$ cat config.mk
export PLATFORM = sky130hd
export DESIGN_NAME = fir_sched
export DESIGN_NICKNAME = d
export VERILOG_FILES = /design/src/rtl/fir_pkg.sv /design/src/rtl/fir_strobe_gen.sv /design/src/rtl/fir_sched.sv
export SDC_FILE = /design/constraint.sdc
export NUM_CORES = 1
export LEC_CHECK = 0
export BUFFER_PORTS_ARGS = -buffer_cell sky130_fd_sc_hd__buf_2
export CORE_MARGIN = 2
export CORE_UTILIZATION = 55
export DETAILED_ROUTE_END_ITERATION = 8
export GPL_TIMING_DRIVEN = 0
export PLACE_DENSITY = 0.82
export SLEW_MARGIN = 20
export SYNTH_ARGS = -nofsm -noshare
export SYNTH_HDL_FRONTEND = slang
export SYNTH_SLANG_ARGS = --single-unit
$ cat constraint.sdc
create_clock -name clk -period 2.6 [get_ports clk]
set_input_delay 0.65 -clock clk [delete_from_list [all_inputs] [get_ports clk]]
set_output_delay 0.65 -clock clk [all_outputs]
set_load 0.05 [all_outputs]
$ cat src/rtl/fir_pkg.sv
// Shared definitions for the pulse-shaping FIR sequencer: state encodings,
// symbol format defaults and the FIR pipeline latency shared with the FIR instance.
package fir_pkg;

  localparam logic [3:0] ST_IDLE  = 4'b0001;
  localparam logic [3:0] ST_RUN   = 4'b0010;
  localparam logic [3:0] ST_FLUSH = 4'b0100;
  localparam logic [3:0] ST_DRAIN = 4'b1000;

  typedef enum logic [3:0] {
    IDLE  = ST_IDLE,
    RUN   = ST_RUN,
    FLUSH = ST_FLUSH,
    DRAIN = ST_DRAIN
  } state_e;

  localparam int SYMBOL_WIDTH_DEF = 16;
  localparam int SYMBOL_FRAC_DEF  = 14;
  localparam int FIR_LATENCY_DEF  = 3;

endpackage

$ cat src/rtl/fir_strobe_gen.sv
// Clock divider for the FIR sample strobe: counts 0..CLK_DIV-1 while enabled,
// held at zero by a synchronous clear so the first strobe lands CLK_DIV cycles in.
module fir_strobe_gen
  import fir_pkg::*;
#(
  parameter int CLK_DIV = 4
) (
  input  logic clk,
  input  logic rst_n,
  input  logic en_i,
  input  logic clr_i,
  output logic strobe_o
);

  localparam int DW = $clog2(CLK_DIV);
  localparam logic [DW-1:0] DIV_TOP = DW'(CLK_DIV - 1);

  logic [DW-1:0] div_q, div_d;

  always_comb begin
    div_d = div_q;
    if (clr_i) begin
      div_d = '0;
    end else if (en_i) begin
      div_d = (div_q == DIV_TOP) ? '0 : div_q + 1'b1;
    end
  end

  always_ff @(posedge clk or negedge rst_n) begin
    if (!rst_n) begin
      div_q <= '0;
    end else begin
      div_q <= div_d;
    end
  end

  assign strobe_o = en_i && !clr_i && (div_q == DIV_TOP);

endmodule

$ cat src/rtl/fir_sched.sv
// Sequencer for the BPSK pulse-shaping FIR: zero-stuffs symbols, flushes and drains
// the filter at burst end, and flags valid FIR outputs. FIR_SCHED_STATS_EN adds counters.
module fir_sched
  import fir_pkg::*;
#(
  parameter int SYMBOL_WIDTH = SYMBOL_WIDTH_DEF,
  parameter int CLK_DIV      = 4,
  parameter int UPSAMPLE     = 4,
  parameter int FILT_TAPS    = 8,
  parameter int FIR_LATENCY  = FIR_LATENCY_DEF
) (
  input  logic                           clk,
  input  logic                           rst_n,
  input  logic                           s_valid,
  input  logic signed [SYMBOL_WIDTH-1:0] s_data,
  input  logic                           s_last,
  output logic                           s_ready,
  output logic                           fir_en,
  output logic                           fir_new_sample,
  output logic signed [SYMBOL_WIDTH-1:0] fir_sample,
  output logic                           m_valid,
  output logic                           busy,
  output logic                           underflow
`ifdef FIR_SCHED_STATS_EN
  ,
  output logic [31:0]                    sym_count,
  output logic [15:0]                    underflow_count
`endif
);

  localparam int PH_W    = $clog2(UPSAMPLE + 1);
  localparam int CNT_MAX = (FILT_TAPS > FIR_LATENCY) ? FILT_TAPS : FIR_LATENCY;
  localparam int CNT_W   = $clog2(CNT_MAX + 1);
  localparam int SC_W    = $clog2(FIR_LATENCY + 1);

  state_e                         state_q, state_d;
  logic                           hold_valid_q, hold_valid_d;
  logic                           hold_last_q, hold_last_d;
  logic signed [SYMBOL_WIDTH-1:0] hold_data_q, hold_data_d;
  logic                           cur_last_q, cur_last_d;
  logic [PH_W-1:0]                phase_q, phase_d;
  logic [CNT_W-1:0]               cnt_q, cnt_d;
  logic [SC_W-1:0]                strb_cnt_q, strb_cnt_d;
  logic                           underflow_q, underflow_d;
  logic signed [SYMBOL_WIDTH-1:0] sample_q, sample_d;
  logic                           nsmp_q;
  logic                           vld_p1_q, vld_p2_q;
  logic                           strobe, take, last_eff;

  fir_strobe_gen #(.CLK_DIV(CLK_DIV)) u_strobe (
    .clk      (clk),
    .rst_n    (rst_n),
    .en_i     (state_q != IDLE),
    .clr_i    (state_q == IDLE),
    .strobe_o (strobe)
  );

  always_comb begin
    state_d      = state_q;
    hold_valid_d = hold_valid_q;
    hold_last_d  = hold_last_q;
    hold_data_d  = hold_data_q;
    cur_last_d   = cur_last_q;
    phase_d      = phase_q;
    cnt_d        = cnt_q;
    strb_cnt_d   = strb_cnt_q;
    underflow_d  = underflow_q;
    sample_d     = sample_q;
    take         = 1'b0;
    // With UPSAMPLE==1 the phase-0 strobe is also the last one, so use the symbol being taken.
    last_eff     = (phase_q == '0) ? (hold_valid_q && hold_last_q) : cur_last_q;
    unique case (state_q)
      IDLE: begin
        phase_d    = '0;
        cnt_d      = '0;
        strb_cnt_d = '0;
        if (hold_valid_q) state_d = RUN;
      end
      RUN: if (strobe) begin
        sample_d = '0;
        if (phase_q == '0) begin
          if (hold_valid_q) begin
            sample_d   = hold_data_q;
            take       = 1'b1;
            cur_last_d = hold_last_q;
          end else begin
            underflow_d = 1'b1;
            cur_last_d  = 1'b0;
          end
        end
        if (phase_q == PH_W'(UPSAMPLE - 1)) begin
          phase_d = '0;
          if (last_eff) begin
            state_d = FLUSH;
            cnt_d   = '0;
          end
        end else begin
          phase_d = phase_q + 1'b1;
        end
      end
      FLUSH: if (strobe) begin
        sample_d = '0;
        if (cnt_q == CNT_W'(FILT_TAPS - 1)) begin
          state_d = DRAIN;
          cnt_d   = '0;
        end else begin
          cnt_d = cnt_q + 1'b1;
        end
      end
      DRAIN: if (strobe) begin
        sample_d = '0;
        if (cnt_q == CNT_W'(FIR_LATENCY - 1)) begin
          state_d = IDLE;
          cnt_d   = '0;
        end else begin
          cnt_d = cnt_q + 1'b1;
        end
      end
      default: state_d = IDLE;
    endcase
    if (strobe && (strb_cnt_q != SC_W'(FIR_LATENCY))) strb_cnt_d = strb_cnt_q + 1'b1;
    if (take) hold_valid_d = 1'b0;
    if (s_valid && !hold_valid_q) begin
      hold_valid_d = 1'b1;
      hold_data_d  = s_data;
      hold_last_d  = s_last;
    end
  end

  always_ff @(posedge clk or negedge rst_n) begin
    if (!rst_n) begin
      state_q      <= IDLE;
      hold_valid_q <= 1'b0;
      hold_last_q  <= 1'b0;
      hold_data_q  <= '0;
      cur_last_q   <= 1'b0;
      phase_q      <= '0;
      cnt_q        <= '0;
      strb_cnt_q   <= '0;
      underflow_q  <= 1'b0;
      sample_q     <= '0;
      nsmp_q       <= 1'b0;
      vld_p1_q     <= 1'b0;
      vld_p2_q     <= 1'b0;
    end else begin
      state_q      <= state_d;
      hold_valid_q <= hold_valid_d;
      hold_last_q  <= hold_last_d;
      hold_data_q  <= hold_data_d;
      cur_last_q   <= cur_last_d;
      phase_q      <= phase_d;
      cnt_q        <= cnt_d;
      strb_cnt_q   <= strb_cnt_d;
      underflow_q  <= underflow_d;
      // Stage 1: sample strobe registered alongside its data
      sample_q     <= sample_d;
      nsmp_q       <= strobe;
      vld_p1_q     <= strobe && (strb_cnt_q == SC_W'(FIR_LATENCY));
      // Stage 2: lines up with the FIR o_sample register; dropped once back in IDLE
      vld_p2_q     <= vld_p1_q && (state_q != IDLE);
    end
  end

  assign s_ready        = !hold_valid_q;
  assign fir_en         = (state_q != IDLE);
  assign busy           = (state_q != IDLE);
  assign fir_new_sample = nsmp_q;
  assign fir_sample     = sample_q;
  assign m_valid        = vld_p2_q;
  assign underflow      = underflow_q;

`ifdef FIR_SCHED_STATS_EN
  function automatic logic [15:0] sat_inc16(input logic [15:0] v);
    return (v == 16'hFFFF) ? v : v + 16'd1;
  endfunction

  logic [31:0] sym_cnt_q;
  logic [15:0] uf_cnt_q;
  logic        uf_evt;

  assign uf_evt = strobe && (state_q == RUN) && (phase_q == '0) && !hold_valid_q;

  always_ff @(posedge clk or negedge rst_n) begin
    if (!rst_n) begin
      sym_cnt_q <= '0;
      uf_cnt_q  <= '0;
    end else begin
      if (take)   sym_cnt_q <= sym_cnt_q + 32'd1;
      if (uf_evt) uf_cnt_q  <= sat_inc16(uf_cnt_q);
    end
  end

  assign sym_count       = sym_cnt_q;
  assign underflow_count = uf_cnt_q;
`endif

endmodule

======== Yosys cells after proc, flatten, opt, wreduce, memory -nomap -nowiden ========
Cells that the tools add are included.
storage, ports and cells
  logic and storage cells ................. 100
  input port bits ......................... 20
  memory bits (read-only) ................. 0
  memories ................................ 0
  output and inout bits ................... 22
  latch bits .............................. 0
  flip-flop bits (word level) ............. 54
  memory bits (writable) .................. 0
operators by class
  div/mod/pow operators ................... 0
  equality and inequality tests ........... 20
  bitwise logic cells ..................... 1
  shifts and indexed selects .............. 0
  order comparisons ....................... 0
  multipliers ............................. 0
  reduce and logical (&&, ||, !) cells .... 23
  mux-type cells .......................... 38
  $add $sub $neg .......................... 4
operators with widths
  kind                                                              number
  16-bit two-way mux                                                4
  4-bit two-way mux                                                 15
  16-bit case mux with 2 select lines                               1
  4-bit case mux with 4 select lines                                2
  2-bit != test (second input constant)                             9
  2-bit two-way mux                                                 5
  2-bit nonzero test                                                5
  4-bit by 2-bit == test with 1-bit output (second input constant)  2
  4-bit by 3-bit == test with 1-bit output (second input constant)  2
  1-bit two-way mux                                                 8
  8-bit AND reduction                                               1
  1-bit logical AND                                                 7
  3-bit two-way mux                                                 2
  3-bit case mux with 2 select lines                                1
  3-bit AND reduction                                               2
  6-bit AND reduction                                               1
  2-bit by 1-bit adder with 2-bit output (second input constant)    2
  4-bit by 1-bit adder with 4-bit output (second input constant)    1
  2-bit == test (second input constant)                             2
  4-bit by 1-bit == test with 1-bit output (second input constant)  1
  4-bit == test (second input constant)                             1
  4-bit by 1-bit != test with 1-bit output (second input constant)  1
  4-bit AND reduction                                               1
  4-bit nonzero test                                                1
  other kinds (8)                                                   9

======== Logic depth before layout (Yosys ltp) ========
Gate-level depths: netlist (run 1).
  depth after elaboration ................. 8
  gate-level depth with buffers ........... 8
  depth with buffers taken out ............ 7

======== Cells and area by module ========
From an unflattened synthesis (run 1), not the netlist that was laid out.
second synthesis, totals
  cells, all modules ...................... 214
  area total of the unflattened synthesis .. 2544.9 um^2
modules (own cells, without submodules)
  module          area each (um^2)  times used  cells an instance  sequential area each (um^2)
  fir_sched       2437.3            1           204                1302.5
  fir_strobe_gen  107.6             1           10                 50.0

======== Worst setup path before layout (run 1) ========
No wires, ideal clock.
  kind .................................... register to output
  start ................................... register state_q[0]
  end ..................................... output fir_en
  slack ................................... 388 ps
  arrival time ............................ 1562 ps
  required time ........................... 1950 ps
  path buffers ............................ 1
  stages on the path, launching flop included .. 4
  path through ............................ dfstp_2 -> nor4b_4 -> inv_2 -> buf_4
on the way
  word-level cells in the longest chain between the ends .. 1
RTL lines
  item                                      RTL line          RTL
  start: declaration                        fir_sched.sv:36   state_e state_q, state_d;
  start signal: assignment                  fir_sched.sv:146  state_q <= state_d;
  4-bit by 1-bit != test with 1-bit output  --
  end: declaration                          fir_sched.sv:18   output logic fir_en,
No other way between the ends.

======== Worst setup path in the final report (run 1) ========
  start ................................... register state_q[0]
  end ..................................... output fir_en
on the way
  word-level cells in the longest chain between the ends .. 1
RTL lines
  item                                      RTL line          RTL
  4-bit by 1-bit != test with 1-bit output  fir_sched.sv:165  assign fir_en = (state_q != IDLE);
No other way between the ends.

==> results of run 1 <==
worst paths after layout:
| path | cells past startpoint | startpoint | endpoint | slack (ns) |
|---|---|---|---|---|
| worst max-delay path | 4 | state_q[0] | fir_en | 0.31 |
| worst min register to register | 1 | u_strobe.div_q[0] | u_strobe.div_q[0] | 0.45 |
| max in group asynchronous | 1 | rst_n | cnt_q[0] | 1.79 |
| worst max register to register | 6 | u_strobe.div_q[0] | fir_sample[7] | 0.54 |
| min in group clk | 1 | u_strobe.div_q[0] | u_strobe.div_q[0] | 0.45 |
| worst min-delay path | 1 | rst_n | vld_p1_q | 0.37 |
cell type report:
cell class / count / area, um2 / share of cell area [%]
timing repair buffer: 42 / 215 / 7.84
sequential: 54 / 1350 / 49.3
tap: 50 / 62.6 / 2.28
buffer: 11 / 68.8 / 2.51
inverter: 5 / 18.8 / 0.684
multi-input combinational: 114 / 941 / 34.3
clock inverter: 2 / 17.5 / 0.638
clock buffer: 5 / 68.8 / 2.51
state kept, by name, summed over array words and instances (netlist names):
register / count
m_valid: 1
fir_new_sample: 1
state_q: 4
hold_data_q: 16
phase_q: 3
hold_valid_q: 1
underflow: 1
vld_p1_q: 1
fir_sample: 16
cnt_q: 4
strb_cnt_q: 2
u_strobe.div_q: 2
cur_last_q: 1
hold_last_q: 1
critical path: cells and delay by family, from the launching register on:
family	cells	cell delay [ns]
buf+inv	3	0.45
flops	1	0.62
simple gates	1	0.26
power groups by stage:
stage | sequential [mW] | clock (mW) | combinational [mW]
floorplan | 1.80 | 0 | 0.779
global placement | 1.37 | 0 | 1.52
detailed placement | 1.37 | 0 | 1.56
CTS | 1.36 | 0.480 | 1.57
global route | 1.41 | 0.518 | 1.67
finish | 1.37 | 0.464 | 1.56
kinds of logic (layout without fill, tap and decap cells):
kind of cell             count (synthesis)  in the layout  synth area share, %
multiplexers                            19             19                 8.93
adder cells (fa/ha/maj)                  6              6                 3.15
AO/OA/AOI/OAI                           37             37                 12.5
AND/OR/NAND/NOR                         48             48                 13.1
flip-flops                              54             54                 56.8
buffers and inverters                   16             65                 3.68
XOR/XNOR                                 4              4                 1.79
cells in the final DEF (no fill, tap or decap), types with 3 or more instances in the layout:
cell type  count
a21o_1         3
a22o_1        17
buf_2         44
buf_4          4
clkbuf_1       3
clkbuf_8       5
dfrtp_1       53
ha_1           6
inv_1          4
mux2_2        17
nand2_1       11
nand2b_1       4
nand3_1        3
nor2_1         4
nor2b_1        7
nor3_1         3
o21ai_1        4
routing by layer:
metal  up-vias  GRT usage [%]
met5         -              0
met4         0           8.12
met3         5           3.78
met2        33           29.4
met1       792           25.6
li1        755              -
through the flow:
step | area [um2] | setup slack [ns] | total power [mW]
final | 2750 | 0.313 | 3.39
after global routing | 2750 | 0.186 | 3.59
after CTS | 2750 | 0.284 | 3.42
after detailed placement | 2650 | 0.256 | 2.93
after global placement | 2650 | 0.253 | 2.89
after floorplan | 2380 | 0.388 | 2.58
==> run metrics, run 1 <==
Post-CTS Setup Repair Bufs 1; slowest CP cell dfstp_2; Worst-Margin Slew between 0.6 and 0.7 ns; synthesized area per cell between 10 and 15 um2; antenna-violating nets left 0; global-route wire length before repair around 7.3 mm; critical path class register to output pin; final worst path period share between 80% and 90%; Pwr Density approximately 1200 nW/um2; share of layout cells above drive strength 1 35.6%; CTS tree done; clock skew ~0.0061 ns; Relative slew margins 56.2%; CP Data Required Time 1.95 ns; Die Width between 60 and 70 um; Final Core Density approximately 67%; Gate Count Post-Synth approximately 180; leading cell types by count after synthesis dfrtp_1 (53), a22o_1 (17), mux2_2 (17), nand2_1 (11), nor2b_1 (7); post-CTS sizing 0; crit path DAT between 1.5 and 2 ns; sequential fraction of the synthesis area ~57%; diode count 0; critical path fanouts, max 7; startpoint class of the critical path register; min-delay worst type input pin to asynchronous set/reset pin; synth unique cells 44; Avg WL per Cell roughly 15 um; Sw Share a little over two fifths; Yosys warning count 0; Layout Cells excl Fill 283; outcome complete, no violations; most frequent cell after synthesis dfrtp_1; die area ~4900 um2; clock-pin slew on the worst setup and hold paths 0.09 ns; Synth area leaders dfrtp_1 (56%), mux2_2 (8.0%), a22o_1 (6.3%), ha_1 (3.2%), nor2b_1 (1.8%); antenna violations before repair 0; Final Setup Violations 0; Final nets around 260; critical-path cell list nor4b_4 > inv_2 > buf_4 > buf_2; clk_lat worst skew 0.30 ns; sequential power share about two fifths; grt ovf 0; Max rail drop VDD roughly 0.78 mV; placed cell count about 280; CTS max path bufs 2; Ports between 40 and 50; Setup TNS 0 ns; CORE AREA 4090 um2; Internal around 1.9 mW; largest net degree at the start of global routing between 50 and 60; DR top layer met4; via-per-instance ratio 5.60; Synth Cell Area approximately 2400 um2; Mapped Nets between 200 and 250; vias in the first global route between 1,500 and 2,000; CTS Buf Count 5; Fmax achieved 437 MHz; Comb power frac 46.0%; Layout area overhead 15.3%; critical path's largest stage delay between 0.6 and 0.7 ns; number of flops mapped to enable cells by yosys 0; Max Slew Vio Count 0; Lkg Pwr around 1.4 nW; Die Y between 60 and 70 um; DR WL met2 around 2.0 mm; asr flop ratio synth 100%; total global-route track usage between 10% and 20%; Port Buf Inserts a little over 40; row count 23; Clock Sink Count 54; fill cell total of the finished layout roughly 320; Net Sw Power about 1.5 mW; Starting Density about three fifths; M1 wire length between 1.5 and 2 mm; cts hold-fix bufs 0; DRC Markers 0; clock network power share a little over an eighth; Hold Slack between 0.3 and 0.4 ns; cell taking the most area after synthesis dfrtp_1; root buf cell clkbuf_8; GP Congestion 0.778; H-tree levels 2; RSZ-0062 raised after global routing no; 1st-iter DRT viols around 90; Post-synth top flop dfrtp_1; Max-Cap Viols 0; crit end category output pin; WL final about 4.1 mm; #FFs+latches synth 54; WL met3 ~170 um; Final min period 2.29 ns; top-area cell type share of the netlist area 55.7%; HPWL Detailed 2.82 mm; Final Hold Vio Count 0; Detailed Routing Iterations Pass 1 4; vias ~1,600
Power figures use the tool's default switching activity.
==> run 2, diff against run 1 <==
--- a/config.mk
+++ b/config.mk
@@ -7,11 +7,12 @@
 export LEC_CHECK = 0
 export BUFFER_PORTS_ARGS = -buffer_cell sky130_fd_sc_hd__buf_2
 export CORE_MARGIN = 2
-export CORE_UTILIZATION = 55
+export CORE_UTILIZATION = 56
 export DETAILED_ROUTE_END_ITERATION = 8
 export GPL_TIMING_DRIVEN = 0
 export PLACE_DENSITY = 0.82
 export SLEW_MARGIN = 20
 export SYNTH_ARGS = -nofsm -noshare
 export SYNTH_HDL_FRONTEND = slang
+export SYNTH_HIERARCHICAL = 1
 export SYNTH_SLANG_ARGS = --single-unit
==> run 2 against run 1 <==
  * Worst setup slack worse by 0.18 ns
  * Hold slack worse by 0.0055 ns
  * First-iteration DRC count up 51%
  * Critical endpoint unchanged
  * Cell count up 13%
  * Largest cell class unchanged
  * Cell area up 9.9%
  * Die area up 4.7%
  * Critical path depth up 1
  * Routed wire length up 18%
==> run metrics, run 2 <==
number of flops mapped to enable cells by yosys 0 (unchanged); GP Congestion 0.880 (was 0.778); #FFs+latches synth 54 (unchanged); synthesized area per cell 11.9 um2 (was 12.9 um2); Pwr Density 1040 nW/um2 (was 1230 nW/um2); critical path's largest stage delay 0.60 ns (was 0.62 ns); Die Width 71.4 um (was 69.8 um); min-delay worst type input pin to asynchronous set/reset pin (unchanged); clock-pin slew on the worst setup and hold paths 0.09 ns (about the same); Ports 42 (unchanged); top-area cell type share of the netlist area 52.1% (was 55.7%); cell taking the most area after synthesis dfrtp_1 (unchanged); Starting Density 58.4% (was 58.3%); Worst Setup EP fir_en (unchanged); Avg WL per Cell 15.2 um (was 14.6 um); CP Data Required Time 1.95 ns (about the same); DRC Markers 0 (unchanged); total global-route track usage 21.7% (was 18.8%); most common cell after layout, fill and taps aside dfrtp_1 (unchanged); fin area 3020 um2 (was 2750 um2); via-per-instance ratio 5.79 (was 5.60); DP Area 2830 um2 (was 2650 um2); row count 24 (was 23); global-route wire length before repair 8.61 mm (was 7.33 mm); Mapped Nets 241 (was 210); RSZ-0062 raised after global routing no (unchanged); critical path fanouts, max 11 (was 7); Final min period 2.46 ns (was 2.29 ns); Fmax achieved 406 MHz (was 437 MHz); sequential fraction of the synthesis area 53.1% (was 56.8%); clk_lat worst skew 0.31 ns (was 0.30 ns); Final Core Density 69.3% (was 67.2%); most frequent cell after synthesis dfrtp_1 (unchanged); worst slack at placement -0.262 ns (was 0.256 ns); Max-Cap Viols 0 (unchanged); asr flop ratio synth 100% (unchanged); share of layout cells above drive strength 1 36.1% (was 35.6%); vias in the first global route 1,820 (was 1,596); Worst-Margin Slew 0.663 ns (was 0.656 ns); HPWL Detailed 3.33 mm (was 2.82 mm); Detailed Routing Iterations Pass 1 4 (unchanged); Post-synth top flop dfrtp_1 (unchanged); Relative slew margins 55.8% (was 56.2%); Synth area leaders dfrtp_1 (52%), mux2_2 (7.5%), a22o_1 (5.5%), ha_1 (3.4%), nand2_1 (1.8%) (was dfrtp_1 (56%), mux2_2 (8.0%), a22o_1 (6.3%), ha_1 (3.2%), nor2b_1 (1.8%)); crit path DAT 1.81 ns (was 1.64 ns); CTS Buf Count 5 (unchanged); 1st-iter DRT viols 137 (was 91); most frequent cells in the layout dfrtp_1 (51), buf_2 (44), mux2_2 (17), a22o_1 (16) (was dfrtp_1 (53), buf_2 (44), a22o_1 (17), mux2_2 (17), nand2_1 (11)); Layout area overhead 18.6% (was 15.3%); Final nets 295 (was 259); die area 5100 um2 (was 4870 um2); Clock Sink Count 54 (unchanged); antenna-violating nets left 0 (unchanged); total power 3.14 mW (was 3.39 mW); Setup WS post-layout 0.135 ns (was 0.313 ns); CTS tree done (unchanged); critical path class register to output pin (unchanged); CORE AREA 4350 um2 (was 4090 um2); Yosys warning count 6 (was 0); synth unique cells 54 (was 44); outcome complete, no violations (unchanged); CTS max path bufs 2 (unchanged); Gate Count Post-Synth 214 (was 184); largest net degree at the start of global routing 55 (unchanged); final worst path period share 94.8% (was 88.0%); slowest CP cell dfstp_2 (unchanged); crit end category output pin (unchanged); Max Slew Vio Count 0 (unchanged); cell count of the worst reg-to-reg path 10 (was 6); WL final 4.88 mm (was 4.13 mm); startpoint class of the critical path register (unchanged); antenna violations before repair 0 (unchanged); clock skew 0.00358 ns (was 0.00606 ns); Final Setup Violations 0 (unchanged); Die Y 71.4 um (was 69.8 um); H-tree levels 2 (unchanged); CP startpoint state_q[0] (unchanged); reg2reg start state_q[0] (was u_strobe.div_q[0]); Final Hold Vio Count 0 (unchanged); Worst R2R Setup Slack 0.21 ns (was 0.54 ns); Port Buf Inserts 41 (unchanged); vias 1,858 (was 1,585); Max rail drop VDD 0.655 mV (was 0.777 mV); diode count 0 (unchanged); Synth Cell Area 2540 um2 (was 2380 um2); root buf cell clkbuf_8 (unchanged); grt ovf 0 (unchanged); critical-path cell list clkbuf_4 > nor2b_4 > nand2_4 > buf_4 > buf_2 (was nor4b_4 > inv_2 > buf_4 > buf_2); RR Endpoint cnt_q[2] (was fir_sample[7]); leading cell types by count after synthesis dfrtp_1 (53), mux2_2 (17), a22o_1 (16), nand2_1 (12), inv_1 (10) (was dfrtp_1 (53), a22o_1 (17), mux2_2 (17), nand2_1 (11), nor2b_1 (7)); Lkg Pwr 1.44 nW (was 1.36 nW)
-- run 2: cell types whose count changed after synthesis, moves of 3 or more --
cell      change
inv_1         +6
a211oi_1      +4
buf_2         +3
and2_1        +3
nor2_1        +5
-- run 2: through the flow --
step	hold WS, ns	std cells	TNS (ns)
after global routing	0.419	321	0
after global placement	0.433	307	-2.79
after floorplan	0.354	214	0
final	0.362	321	0
after CTS	0.391	318	0
after detailed placement	0.442	307	-3.59
-- run 2: power by group --
part           internal [mW]  leakage, nW  switching, mW
Clock                  0.288       0.0514          0.273
Sequential              1.11        0.698          0.154
Combinational          0.509        0.696          0.808
-- run 2: timing repair --
action / 4_1_cts / 5_1_grt
pin swaps: 2 / 1
endpoints found under the setup margin: 28 / 27
resized for setup: 7 / 9
setup buffers: 3 / 3
endpoints found under the hold margin: 0 / 0
hold buffers: 0 / 0
-- run 2: worst min path at each step --
stage,endpoint,slack (ns),depth (start not counted)
after floorplan,cnt_q[0],0.35,0
after global placement,m_valid,0.43,1
after detailed placement,m_valid,0.44,1
after CTS,u_strobe/div_q[0],0.39,1
after global routing,u_strobe/div_q[0],0.42,1
final,u_strobe/div_q[0],0.36,1
-- run 2: layout make-up --
type / count / area, um2
tap: 52 / 65.1
clock inverter: 2 / 37.5
fill: 313 / 1340
buffer: 12 / 77.6
inverter: 10 / 41.3
sequential: 54 / 1360
timing repair buffer: 47 / 253
multi-input combinational: 138 / 1120
clock buffer: 6 / 72.6
-- run 2: metal layers --
| metal | global-route usage, % | part of all wire [%] | vias up |
|---|---|---|---|
| met2 | 32.8 | 49 | 47 |
| met4 | 9.01 | 1.9 | 0 |
| met3 | 5.49 | 4.5 | 8 |
| met5 | 0 | 0 | - |
| met1 | 30.1 | 45 | 909 |
| li1 | - | - | 894 |
-- run 2: kinds of logic (layout without fill, tap and decap cells) --
| family | count (synthesis) | after routing | synth area share [%] |
|---|---|---|---|
| AO/OA/AOI/OAI | 55 | 55 | 17.2 |
| XOR/XNOR | 1 | 1 | 0.344 |
| adder cells (fa/ha/maj) | 7 | 7 | 3.44 |
| buffers and inverters | 22 | 77 | 4.03 |
| flip-flops | 54 | 54 | 53.1 |
| multiplexers | 20 | 20 | 8.70 |
| AND/OR/NAND/NOR | 55 | 55 | 13.1 |
-- run 2: critical path: cells and delay by family, from the launching register on --
| family | cells | cell delay [ns] |
|---|---|---|
| buf+inv | 3 | 0.57 |
| flops | 1 | 0.60 |
| simple gates | 2 | 0.33 |
==> run 3, diff against run 2 <==
--- a/config.mk
+++ b/config.mk
@@ -10,7 +10,8 @@
 export CORE_UTILIZATION = 56
 export DETAILED_ROUTE_END_ITERATION = 8
 export GPL_TIMING_DRIVEN = 0
-export PLACE_DENSITY = 0.82
+export MAX_ROUTING_LAYER = met4
+export PLACE_DENSITY = 0.76
 export SLEW_MARGIN = 20
 export SYNTH_ARGS = -nofsm -noshare
 export SYNTH_HDL_FRONTEND = slang
==> run 3 against run 2 <==
  * Die area unchanged
  * Power down 0.33%
  * Maximum frequency rose by 1.4%
  * First-iteration DRC count grew 22%
  * Register-to-register slack got worse by 0.04 ns
  * Clock skew increased by 0.0058 ns
  * Worst setup slack improved by 0.034 ns
  * Largest cell class unchanged
==> run metrics, run 3 (synthesis results as in run 2) <==
Max Slew Vio Count 0 (unchanged); reg2reg start state_q[0] (unchanged); final worst path period share 93.5% (was 94.8%); largest net degree at the start of global routing 55 (unchanged); Max-Cap Viols 0 (unchanged); fill cell total of the finished layout 314 (was 313); Fmax achieved 411 MHz (was 406 MHz); HPWL Detailed 3.41 mm (was 3.33 mm); DRC Markers 0 (unchanged); diode count 0 (unchanged); Max rail drop VDD 0.736 mV (was 0.655 mV); global-route wire length before repair 8.66 mm (was 8.61 mm); Final Setup Violations 0 (unchanged); min-delay worst type input pin to asynchronous set/reset pin (unchanged); crit path DAT 2.63 ns (was 1.81 ns); DP Area 2830 um2 (unchanged); row count 24 (unchanged); via-per-instance ratio 5.85 (was 5.79); startpoint class of the critical path register (unchanged); outcome complete, no violations (unchanged); RSZ-0062 raised after global routing no (unchanged); critical path's largest stage delay 0.54 ns (was 0.60 ns); GP Congestion 0.900 (was 0.880); CTS max path bufs 2 (unchanged); Pwr Density 1030 nW/um2 (was 1040 nW/um2); clock skew 0.00941 ns (was 0.00358 ns); vias in the first global route 1,872 (was 1,820); H-tree levels 2 (unchanged); CP Data Required Time 2.79 ns (was 1.95 ns); critical-path cell list clkbuf_4 > nor2b_4 > nand2_4 > inv_2 > nor2_1 > clkbuf_4 > nand3b_1 > nor3_4 > buf_4 > a21o_1 > a211o_1 (was clkbuf_4 > nor2b_4 > nand2_4 > buf_4 > buf_2); Relative slew margins 55.6% (was 55.8%); Port Buf Inserts 41 (unchanged); Die Width 71.4 um (unchanged); most frequent cells in the layout dfrtp_1 (53), buf_2 (44), mux2_2 (17), a22o_1 (16), nand2_1 (11) (was dfrtp_1 (51), buf_2 (44), mux2_2 (17), a22o_1 (16)); clk_lat worst skew 0.30 ns (was 0.31 ns); Detailed Routing Iterations Pass 1 4 (unchanged); Final min period 2.43 ns (was 2.46 ns); critical path fanouts, max 11 (unchanged); CTS tree done (unchanged); Final nets 295 (unchanged); crit end category register (was output pin); clock-pin slew on the worst setup and hold paths 0.09 ns (about the same); Hold Slack 0.376 ns (was 0.362 ns); antenna violations before repair 0 (unchanged); CTS Buf Count 5 (unchanged); CORE AREA 4350 um2 (unchanged); Worst-Margin Slew 0.666 ns (was 0.663 ns); CP startpoint state_q[0] (unchanged); cts hold-fix bufs 0 (unchanged); slowest CP cell dfstp_2 (unchanged); Die Y 71.4 um (unchanged); Lkg Pwr 1.46 nW (was 1.44 nW); fin area 3030 um2 (was 3020 um2); Final Hold Vio Count 0 (unchanged); Avg WL per Cell 15.7 um (was 15.2 um); 1st-iter DRT viols 167 (was 137); most common cell after layout, fill and taps aside dfrtp_1 (unchanged); grt ovf 0 (unchanged); Clock Sink Count 54 (unchanged); antenna-violating nets left 0 (unchanged); vias 1,879 (was 1,858); WL final 5.06 mm (was 4.88 mm); CP most frequent cell clkbuf_4; critical path class register to register (was register to output pin); total global-route track usage 22.3% (was 21.7%); Layout area overhead 19.1% (was 18.6%); Starting Density 58.4% (unchanged); root buf cell clkbuf_8 (unchanged); Final Core Density 69.6% (was 69.3%); Ports 42 (unchanged); share of layout cells above drive strength 1 35.3% (was 36.1%); die area 5100 um2 (unchanged)
run 3: cell types whose count changed in the layout (fill, tap and decap cells not counted), sizes merged:
cell | previous run | this run
clkinvlp | 2 | 1
clkbuf | 9 | 11
inv | 9 | 10
buf | 56 | 54
run 3: metal layers:
layer / vias up / wire (um) / global-route usage, %
li1: 890 / - / -
met5: - / 0 / -
met3: 14 / 238 / 4.08
met1: 918 / 2320 / 29.2
met4: 0 / 120 / 9.64
met2: 57 / 2380 / 34.4
run 3: where the power goes:
| group | internal, mW | switching (mW) |
|---|---|---|
| logic | 0.499 | 0.831 |
| registers | 1.11 | 0.141 |
| clock network | 0.287 | 0.264 |
| total | 1.90 | 1.24 |
run 3: path summary, 6_finish.rpt:
kind / cells after the start / slack (ns) / end
worst max-delay path: 11 / 0.17 / cnt_q[3]
worst min register to register: 1 / 0.47 / m_valid
worst min-delay path: 1 / 0.38 / u_strobe/div_q[0]
min in group clk: 1 / 0.47 / m_valid
worst max register to register: 11 / 0.17 / cnt_q[3]
max in group asynchronous: 1 / 1.78 / cnt_q[0]
run 3: critical path, delay by kind of cell (launching register included):
family / cells / cell delay [ns]
flops: 1 / 0.54
buf+inv: 4 / 0.66
compound gates: 2 / 0.50
simple gates: 5 / 0.62
run 3: what timing repair did:
| item | CTS | global route |
|---|---|---|
| gates resized for setup | 7 | 9 |
| setup buffers | 4 | 2 |
| setup endpoints to repair | 28 | 21 |
| pin swaps | 1 | 0 |
run 3: per-stage QoR:
step	setup TNS, ns	total power, mW	cells	setup WS, ns
final	0	3.13	321	0.169
after global routing	0	3.32	321	0.0161
after CTS	0	3.11	319	0.0586
after detailed placement	-4.01	2.54	307	-0.283
after global placement	-3.19	2.49	307	-0.229
after floorplan	0	2.24	214	0.0180
run 3: final cells by class:
cell class	instances	area (um2)	share of cell area [%]
clock inverter	2	37.5	1.24
sequential	54	1350	44.6
clock buffer	6	72.6	2.39
inverter	10	37.5	1.24
multi-input combinational	138	1140	37.5
timing repair buffer	47	253	8.34
buffer	12	77.6	2.56
tap	52	65.1	2.15
